**config.mk**
```make
export PLATFORM = sky130hd
export DESIGN_NAME = fir_coeff_sched_flat
export DESIGN_NICKNAME = d
export VERILOG_FILES = /design/src/rtl/fir_coeff_sched_if.sv /design/src/rtl/fir_coeff_sched.sv /design/src/flat_wrapper.sv
export SDC_FILE = /design/constraint.sdc
export NUM_CORES = 1
export LEC_CHECK = 0
export CAP_MARGIN = 15
export CELL_PAD_IN_SITES_DETAIL_PLACEMENT = 1
export CELL_PAD_IN_SITES_GLOBAL_PLACEMENT = 2
export CORE_UTILIZATION = 34
export DETAILED_ROUTE_END_ITERATION = 12
export PLACE_DENSITY_LB_ADDON = 0.08
export SYNTH_ARGS = -nofsm -noshare
export SYNTH_HDL_FRONTEND = slang
export SYNTH_SLANG_ARGS = --single-unit
export TNS_END_PERCENT = 20
```
**constraint.sdc**
```tcl
create_clock -name CLK -period 2 [get_ports CLK]
set_clock_uncertainty 0.2 [all_clocks]
set_input_delay 0.3 -clock CLK [delete_from_list [all_inputs] [get_ports CLK]]
set_output_delay 0.3 -clock CLK [all_outputs]
set_load 0.005 [all_outputs]
```
**src/rtl/fir_coeff_sched_if.sv**
```systemverilog
// Coefficient-load and sample streams between a data source and fir_coeff_sched.
// The source side is the master; the controller is the slave.
interface fir_coeff_sched_if #(
    parameter int NB = 11
);
    logic          CFG_START;
    logic          CFG_VALID;
    logic [NB-1:0] CFG_DATA;
    logic          CFG_READY;
    logic [NB-1:0] DIN;
    logic          VIN;
    logic          DIN_READY;

    modport master (
        output CFG_START, CFG_VALID, CFG_DATA, DIN, VIN,
        input  CFG_READY, DIN_READY
    );

    modport slave (
        input  CFG_START, CFG_VALID, CFG_DATA, DIN, VIN,
        output CFG_READY, DIN_READY
    );
endinterface

```
**src/rtl/fir_coeff_sched.sv**
```systemverilog
// Coefficient loader and sequencer for an ORDER-th order FIR: shadow load, atomic commit, flush, run.
// Define FIR_CTRL_TIMEOUT_EN to abort a stalled load after TIMEOUT idle cycles and raise a sticky ERR.
module fir_coeff_sched #(
    parameter int NB      = 11,
    parameter int ORDER   = 8,
    parameter int TIMEOUT = 64
) (
    input  logic                    CLK,
    input  logic                    RST_n,
    fir_coeff_sched_if.slave        bus,
    output logic [NB-1:0]           DOUT_FIR,
    output logic                    VOUT_FIR,
    output logic [(ORDER+1)*NB-1:0] H_FLAT,
    output logic                    LOADED,
    output logic [1:0]              STATE_O,
    output logic                    ERR
);
    localparam int IW = $clog2(ORDER + 1);

    typedef enum logic [1:0] {
        S_IDLE  = 2'd0,
        S_LOAD  = 2'd1,
        S_FLUSH = 2'd2,
        S_RUN   = 2'd3
    } state_t;

    if (TIMEOUT < 1) begin : g_bad_timeout
        $error("fir_coeff_sched: TIMEOUT must be at least 1");
    end

    state_t        state, state_nxt;
    logic [NB-1:0] shadow [ORDER+1];
    logic [IW-1:0] idx;
    logic [IW:0]   flush_cnt;
    logic          cfg_ready_q;
    logic          loaded_q;
    logic          err_q;
    logic          accept, last_word, abort, pass;

    assign accept    = bus.CFG_VALID & cfg_ready_q;
    assign last_word = accept && (idx == IW'(ORDER));

`ifdef FIR_CTRL_TIMEOUT_EN
    localparam int GW = $clog2(TIMEOUT + 1);
    logic [GW-1:0] gap_cnt;

    always_ff @(posedge CLK or negedge RST_n) begin
        if (!RST_n) begin
            gap_cnt <= '0;
            err_q   <= 1'b0;
        end else begin
            if (state != S_LOAD || accept) gap_cnt <= '0;
            else                           gap_cnt <= gap_cnt + 1'b1;
            if (abort) err_q <= 1'b1;
        end
    end

    assign abort = (state == S_LOAD) && !accept && (gap_cnt == GW'(TIMEOUT - 1));
`else
    assign abort = 1'b0;
    assign err_q = 1'b0;
`endif

    // NOTE: every signal driven here gets a default first, so no path can infer a latch.
    always_comb begin
        state_nxt = state;
        unique case (state)
            S_IDLE:  if (bus.CFG_START) state_nxt = S_LOAD;
            S_LOAD: begin
                if (last_word)  state_nxt = S_FLUSH;
                else if (abort) state_nxt = loaded_q ? S_RUN : S_IDLE;
            end
            S_FLUSH: if (flush_cnt == (IW+1)'(1)) state_nxt = S_RUN;
            S_RUN:   if (bus.CFG_START) state_nxt = S_LOAD;
            default: state_nxt = S_IDLE;
        endcase
    end

    // NOTE: sequential state uses non-blocking assignments so all registers sample pre-edge values.
    always_ff @(posedge CLK or negedge RST_n) begin
        if (!RST_n) begin
            state       <= S_IDLE;
            cfg_ready_q <= 1'b0;
            idx         <= '0;
            flush_cnt   <= '0;
            loaded_q    <= 1'b0;
            H_FLAT      <= '0;
            // NOTE: the shadow bank is reset because a reset must discard any partial load.
            for (int i = 0; i <= ORDER; i++) shadow[i] <= '0;
        end else begin
            state       <= state_nxt;
            cfg_ready_q <= (state_nxt == S_LOAD);

            if (state != S_LOAD && state_nxt == S_LOAD) idx <= '0;
            else if (accept) idx <= last_word ? '0 : idx + 1'b1;

            if (abort) begin
                for (int i = 0; i <= ORDER; i++) shadow[i] <= '0;
            end else if (accept) begin
                shadow[idx] <= bus.CFG_DATA;
            end

            // The last word goes straight into H_FLAT so the whole set lands on one edge.
            if (last_word) begin
                for (int i = 0; i < ORDER; i++) H_FLAT[i*NB +: NB] <= shadow[i];
                H_FLAT[ORDER*NB +: NB] <= bus.CFG_DATA;
                loaded_q  <= 1'b1;
                flush_cnt <= (IW+1)'(ORDER + 1);
            end else if (state == S_FLUSH) begin
                flush_cnt <= flush_cnt - 1'b1;
            end
        end
    end

    // A reload started from RUN keeps the old coefficients serving samples until commit.
    assign pass          = (state == S_RUN) || (state == S_LOAD && loaded_q);
    assign bus.DIN_READY = pass;
    assign bus.CFG_READY = cfg_ready_q;
    assign VOUT_FIR      = pass ? bus.VIN : (state == S_FLUSH);
    assign DOUT_FIR      = (pass && bus.VIN) ? bus.DIN : '0;
    assign LOADED        = loaded_q;
    assign STATE_O       = state;
    assign ERR           = err_q;
endmodule

```
**src/flat_wrapper.sv**
```systemverilog
// flat-port wrapper written by rule: the top's interface ports become plain ports
module fir_coeff_sched_flat 
#(
    parameter int NB      = 11,
    parameter int ORDER   = 8,
    parameter int TIMEOUT = 64
)
  (CLK, RST_n, DOUT_FIR, VOUT_FIR, H_FLAT, LOADED, STATE_O, ERR, bus_CFG_START, bus_CFG_VALID, bus_CFG_DATA, bus_DIN, bus_VIN, bus_CFG_READY, bus_DIN_READY);
  fir_coeff_sched_if #(.NB(NB)) bus_i ();
  input  logic CLK;
  input  logic RST_n;
  output logic [NB-1:0] DOUT_FIR;
  output logic VOUT_FIR;
  output logic [(ORDER+1)*NB-1:0] H_FLAT;
  output logic LOADED;
  output logic [1:0] STATE_O;
  output logic ERR;
  input wire logic [$bits(bus_i.CFG_START)-1:0] bus_CFG_START;
  input wire logic [$bits(bus_i.CFG_VALID)-1:0] bus_CFG_VALID;
  input wire logic [$bits(bus_i.CFG_DATA)-1:0] bus_CFG_DATA;
  input wire logic [$bits(bus_i.DIN)-1:0] bus_DIN;
  input wire logic [$bits(bus_i.VIN)-1:0] bus_VIN;
  output wire logic [$bits(bus_i.CFG_READY)-1:0] bus_CFG_READY;
  output wire logic [$bits(bus_i.DIN_READY)-1:0] bus_DIN_READY;
  assign bus_i.CFG_START = bus_CFG_START;
  assign bus_i.CFG_VALID = bus_CFG_VALID;
  assign bus_i.CFG_DATA = bus_CFG_DATA;
  assign bus_i.DIN = bus_DIN;
  assign bus_i.VIN = bus_VIN;
  assign bus_CFG_READY = bus_i.CFG_READY;
  assign bus_DIN_READY = bus_i.DIN_READY;
  fir_coeff_sched #(.NB(NB), .ORDER(ORDER), .TIMEOUT(TIMEOUT)) u_core (.CLK(CLK), .RST_n(RST_n), .bus(bus_i), .DOUT_FIR(DOUT_FIR), .VOUT_FIR(VOUT_FIR), .H_FLAT(H_FLAT), .LOADED(LOADED), .STATE_O(STATE_O), .ERR(ERR));
endmodule
```
# After elaboration in Yosys (flattened, before gate mapping)
# Index checks and enable logic that the tools add are counted.
classes:
  addsub: 2
  magnitude_cmp: 2
  eq_ne: 7
  mux: 14
  bitwise: 2
  n_reduce_logical: 10
ops:
  columns: ["cell", "n"]
  rows:
  - ["bitwise mux 99 bit", 1]
  - ["demux 11 bit (select 4 bit)", 1]
  - ["2-to-1 mux 11 bit", 2]
  - ["2-to-1 mux 4 bit", 3]
  - ["2-to-1 mux 5 bit", 2]
  - ["2-to-1 mux 2 bit", 3]
  - ["one-hot mux 2 bit (3 select lines)", 1]
  - ["equality test 5 x 1 -> 1 bit (second input constant)", 1]
  - [">= comparator 5 bit (second input constant)", 1]
  - ["logical AND 1 bit", 5]
  - ["< comparator 5 x 1 -> 1 bit (second input constant)", 1]
  - ["inverter 4 -> 5 bit", 1]
  - ["subtractor 5 x 1 -> 5 bit (second input constant)", 1]
  - ["adder 4 x 1 -> 4 bit (second input constant)", 1]
  - ["equality test 2 x 1 -> 1 bit (second input constant)", 2]
  - ["equality test 2 bit (second input constant)", 2]
  - ["equality test 4 bit (second input constant)", 1]
  - ["nonzero test 2 bit", 2]
  - ["logical NOT 2 bit", 1]
  - ["inequality test 2 x 1 -> 1 bit (second input constant)", 1]
  - ["OR reduction 2 bit", 1]
  - ["bitwise AND 1 bit", 1]
  - ["logical OR 1 bit", 1]
  - ["2-to-1 mux 1 bit", 1]
totals:
  regBits: 211
  inputBits: 27
  output_inout_bits: 117
  word_cells: 52

# Logic depth before layout (Yosys ltp)
logic_depth:
  depth_word: 7
  mapped_depth: 6
  depth_no_buf: 5

# Least setup slack after synthesis
# No wires, ideal clock.
synth_timing:
  kind: "register to register"
  start: "register u_core.idx[0]"
  end: "register u_core.H_FLAT[43]"
  setup_time_ns: 0.125
  arrival_time_ns: 1.571
  t_required_ns: 1.675
  slack_ns: 0.104
  stages_incl_launch_ff: 7
  path_buffers: 1
  period_less_slack_ns: 1.896
  cell_sequence: "dfrtp_1 -> inv_1 -> ha_1 -> nand3b_4 -> nor2_4 -> buf_4 -> mux2_2"
synth_via:
  elab_chain_cells: 2
synth_lines:
  columns: ["element", "line_no", "text"]
  rows:
  - ["start, declared", "fir_coeff_sched.sv:33", "logic [IW-1:0] idx;"]
  - ["start signal, assigned", "fir_coeff_sched.sv:95", "else if (accept) idx <= last_word ? '0 : idx + 1'b1;"]
  - ["equality test 4 bit", "fir_coeff_sched.sv:41", "assign last_word = accept && (idx == IW'(ORDER));"]
  - ["logical AND 1 bit", "fir_coeff_sched.sv:41", null]
  - ["end signal, assigned by index", "fir_coeff_sched.sv:106", "H_FLAT[ORDER*NB +: NB] <= bus.CFG_DATA;"]
  - ["end, declared", "fir_coeff_sched.sv:13", "output logic [(ORDER+1)*NB-1:0] H_FLAT,"]
# No other way between the ends.
# A chain may end at the register's enable or synchronous reset.

# Final worst setup path
layout_timing:
  start: "register u_core.state[1] (netlist: u_core.STATE_O[1])"
  end: "output port DOUT_FIR[1]"
layout_via:
  elab_chain_cells: 5
  elab_cells_between_ends: 6
  cone_classes: "2 x eq/ne; 1 x mux; 3 x reduce/logical"
layout_lines:
  columns: ["element", "line_no", "text"]
  rows:
  - ["start, declared", "fir_coeff_sched.sv:31", "state_t state, state_nxt;"]
  - ["start signal, assigned", "fir_coeff_sched.sv:91", "state <= state_nxt;"]
  - ["equality test 2 x 1 -> 1 bit", "fir_coeff_sched.sv:116", "assign pass = (state == S_RUN) || (state == S_LOAD && loaded_q);"]
  - ["logical AND 1 bit", "fir_coeff_sched.sv:116", null]
  - ["logical OR 1 bit (*)", "fir_coeff_sched.sv:116", null]
  - ["logical AND 1 bit (*)", "fir_coeff_sched.sv:120", "assign DOUT_FIR = (pass && bus.VIN) ? bus.DIN : '0;"]
  - ["2-to-1 mux 11 bit (*)", "fir_coeff_sched.sv:120", null]
  - ["end, declared", "flat_wrapper.sv:12", "output logic [NB-1:0] DOUT_FIR;"]
# Mark *: on every way between the ends. The rest lies on a longest branch, timed or not.

==> flow_metrics.env <==
export IMPL_outcome="finished with violations"
export IMPL_violations="negative setup slack"
export IMPL_yosysWarningCount=0
export IMPL_num_vias=4752
export IMPL_slowest_delay_ns=0.41
export IMPL_clk_pin_slew_ns=0.07
export IMPL_crit_path_start_kind="register"
export IMPL_drc=0
export IMPL_cts_buffers=17
export IMPL_ys_types=41
export IMPL_layout_nets=732
export IMPL_netlist_area_mm2=0.00811
export IMPL_crit_fanout=7
export IMPL_irDropWorstVdd_uv=434
export IMPL_hold_viol=0
export IMPL_cap_violations=0
export IMPL_drt_initial_drc_count=108
export IMPL_grt_overflow_total=0
export IMPL_routedWlPerCell_um=19.1
export IMPL_first_pass_iters=6
export IMPL_wirelength_mm=19.6
export IMPL_port_buffers=142
export IMPL_placed_cells=987
export IMPL_finalSetupViolCount=14
export IMPL_die_h_um=156
export IMPL_setup_ws_ns=-0.203
export IMPL_gp_congestion=0.735
export IMPL_core_area_mm2=0.0234
export IMPL_dpl_cell_area_mm2=0.0103
export IMPL_dieArea_mm2=0.0245
export IMPL_ant_nets=0
export IMPL_fmax_mhz=454
export IMPL_postLayoutCoreUtil_pct=47.7
export IMPL_instances_no_fill=1027
export IMPL_synth_avg_cell_area_um2=16.1
export IMPL_grt_max_degree=47
export IMPL_start_util_pct=34.7
export IMPL_seqCellArea_mm2=0.00501
export IMPL_routed_via_density=4.63
export IMPL_synth_cells=505
export IMPL_crit_chain="inv_2, ha_4, a21oi_4, nor2b_4, buf_6, and2_1, buf_2"
export IMPL_grt_pass1_vias=5208
export IMPL_groute_usage_overall_pct=16.9
export IMPL_crit_path_end_kind="output port"
export IMPL_drive_gt1_share_pct=43.5
export IMPL_hp_class="in2async"
export IMPL_fin_area_mm2=0.0112
export IMPL_grt_setup_unrepaired="true"
export IMPL_dpl_hpwl_mm=13.3
export IMPL_antenna_found_initial=0
export IMPL_fill_cells=2336
export IMPL_io_pins=144
export IMPL_crit_arrival_ns=1.70
export IMPL_seq_area_frac_synth_pct=61.7
export IMPL_cts_buffer_depth=2
export IMPL_slew_violations=0
export IMPL_p_per_area_mw_per_mm2=949
export IMPL_clock_sinks=200
export IMPL_synth_seq_cells=200
export IMPL_maxSlewHeadroom_pct=60.7
export IMPL_h_tree_depth=4
export IMPL_grt_pass1_wl_mm=30.6
export IMPL_cts_tree="done"
export IMPL_fin_crit_sh_pct=110
export IMPL_multi_input_comb_area_mm2=0.00304
export IMPL_die_x_um=156
export IMPL_clk_latency_ns=0.43
export IMPL_timing_setup_critical_path_class="reg2out"
export IMPL_setup_tns_ns=-2.06
export IMPL_n_antenna_cell=0
export IMPL_crit_slowest_cell="dfrtp_1"
export IMPL_cts_root_buf="clkbuf_16"
export IMPL_min_period_ns=2.20
export IMPL_core_rowCount=56
export IMPL_worst_pin_slew_ns=0.588
export IMPL_cp_required_ns=1.50
export IMPL_area_growth_pct=37.6
export IMPL_leakage_nw=5.50
export IMPL_synth_nets=542
==> cell usage in the layout (no fill, tap or decap), types with 3 or more instances in the layout <==
cell type,instances
inv_2,3
inv_6,3
and2_1,8
clkdlybuf4s50_1,126
and2_4,5
mux2_4,48
inv_1,5
mux2_2,128
ha_4,3
buf_6,9
nor2_1,3
nand3_1,4
dfrtp_1,198
mux2_1,11
clkbuf_2,3
buf_4,30
clkbuf_16,19
clkinv_4,3
nand2_1,12
buf_2,4
ha_1,6
bufinv_16,3
buf_12,16
==> metal layers <==
metal	global-route usage [%]	vias to the layer above	wire length (µm)
met2	27.5	99	9700
met1	22.3	2487	8980
met5	0	-	0
met4	5.37	0	220
li1	-	2152	-
met3	3.63	14	698
==> flip-flops by register name (all words and copies together) (netlist names) <==
signal                flops
u_core.flush_cnt          5
u_core.shadow            88
u_core.idx                4
u_core.LOADED             1
u_core.STATE_O            2
u_core.bus.CFG_READY      1
u_core.H_FLAT            99
==> critical path, delay by kind of cell (launching register included) <==
kind / cells / cell delay [ns]
flops: 1 / 0.41
compound gates: 1 / 0.17
simple gates: 2 / 0.19
fa+ha+maj: 1 / 0.17
buf+inv: 3 / 0.32
==> cell type report <==
cell class | instances | share of cell area, %
clock buffer | 19 | 3.97
sequential | 200 | 44.9
timing repair buffer | 195 | 18.4
multi-input combinational | 272 | 27.2
tap | 319 | 3.58
clock inverter | 13 | 1.67
inverter | 9 | 0.325
==> cell families (layout without fill, tap and decap cells) <==
kind of cell	after synthesis	after routing	share of synthesized area, %
muxes	187	187	28.1
adders and majority gates	10	10	1.54
buffers and inverters	33	236	2.67
xor gates and xnor gates	4	4	0.432
DFF	200	200	61.7
AOI/OAI and AO/OA	18	18	1.60
and+or+nand+nor	52	52	3.93
other	1	1	0.0462
==> power breakdown <==
part,switching [W],internal (W),total (W)
sequential,0.000361,0.00464,0.00500
combinational,0.000837,0.00112,0.00195
clock,0.00159,0.00205,0.00364
==> cell usage after synthesis, drive strengths merged <==
cell type  number  area (µm²)
nand3b          1        20.0
and3b           1        8.76
a221oi          2        17.5
a211oi          2        15.0
clkbuf          3        11.3
o221a           1        11.3
nand2          14        60.1
dfrtp         200        5000
a21oi           4        20.0
o31ai           1        7.51
mux2          187        2280
a31oi           1        6.26
and4bb          1        12.5
xnor2           2        17.5
nor4b           2        17.5
and2           13        81.3
buf            21         171
xor2            2        17.5
or4             1        7.51
and4b           1        10.0
nor2b           4        25.0
a41oi           1        8.76
nor2            4        22.5
a311oi          2        17.5
a21o            1        7.51
o21ai           1        5.00
conb            1        3.75
ha             10         125
or2             1        6.26
inv             9        33.8
nand3           4        20.0
o22ai           1        6.26
nor3            3        15.0
o21bai          1        7.51
nand2b          2        12.5
==> final timing paths <==
path / from / to / slack [ns] / cells after the start
worst max-delay path: u_core.STATE_O[1] / DOUT_FIR[1] / -0.20 / 7
worst min-delay path: RST_n / u_core.H_FLAT[29] / 0.20 / 2
worst max register to register: u_core.idx[0] / u_core.H_FLAT[57] / 0.04 / 6
worst min register to register: u_core.shadow[19] / u_core.H_FLAT[85] / 0.29 / 1
max in group asynchronous: RST_n / u_core.bus.CFG_READY / 0.76 / 3
min in group CLK: u_core.shadow[19] / u_core.H_FLAT[85] / 0.29 / 1
==> through the flow <==
stage | setup slack, ns | hold slack [ns] | power (W)
after floorplan | 0.104 | -0.196 | 0.00598
after global placement | -0.379 | 0.0885 | 0.00668
after detailed placement | -0.495 | 0.0962 | 0.00680
after CTS | -0.280 | 0.197 | 0.0105
after global routing | -0.314 | 0.208 | 0.0111
final | -0.203 | 0.202 | 0.0106
==> timing repair <==
item | CTS | global route
gates resized for setup | 63 | 34
pin swaps | 9 | 10
gates cloned | 0 | 2
setup buffers | 3 | 4
setup endpoints to repair | 16 | 128
hold buffers | 1 | 0
hold endpoints to repair | 84 | 0
No activity file was read; power rests on OpenSTA's default activity.
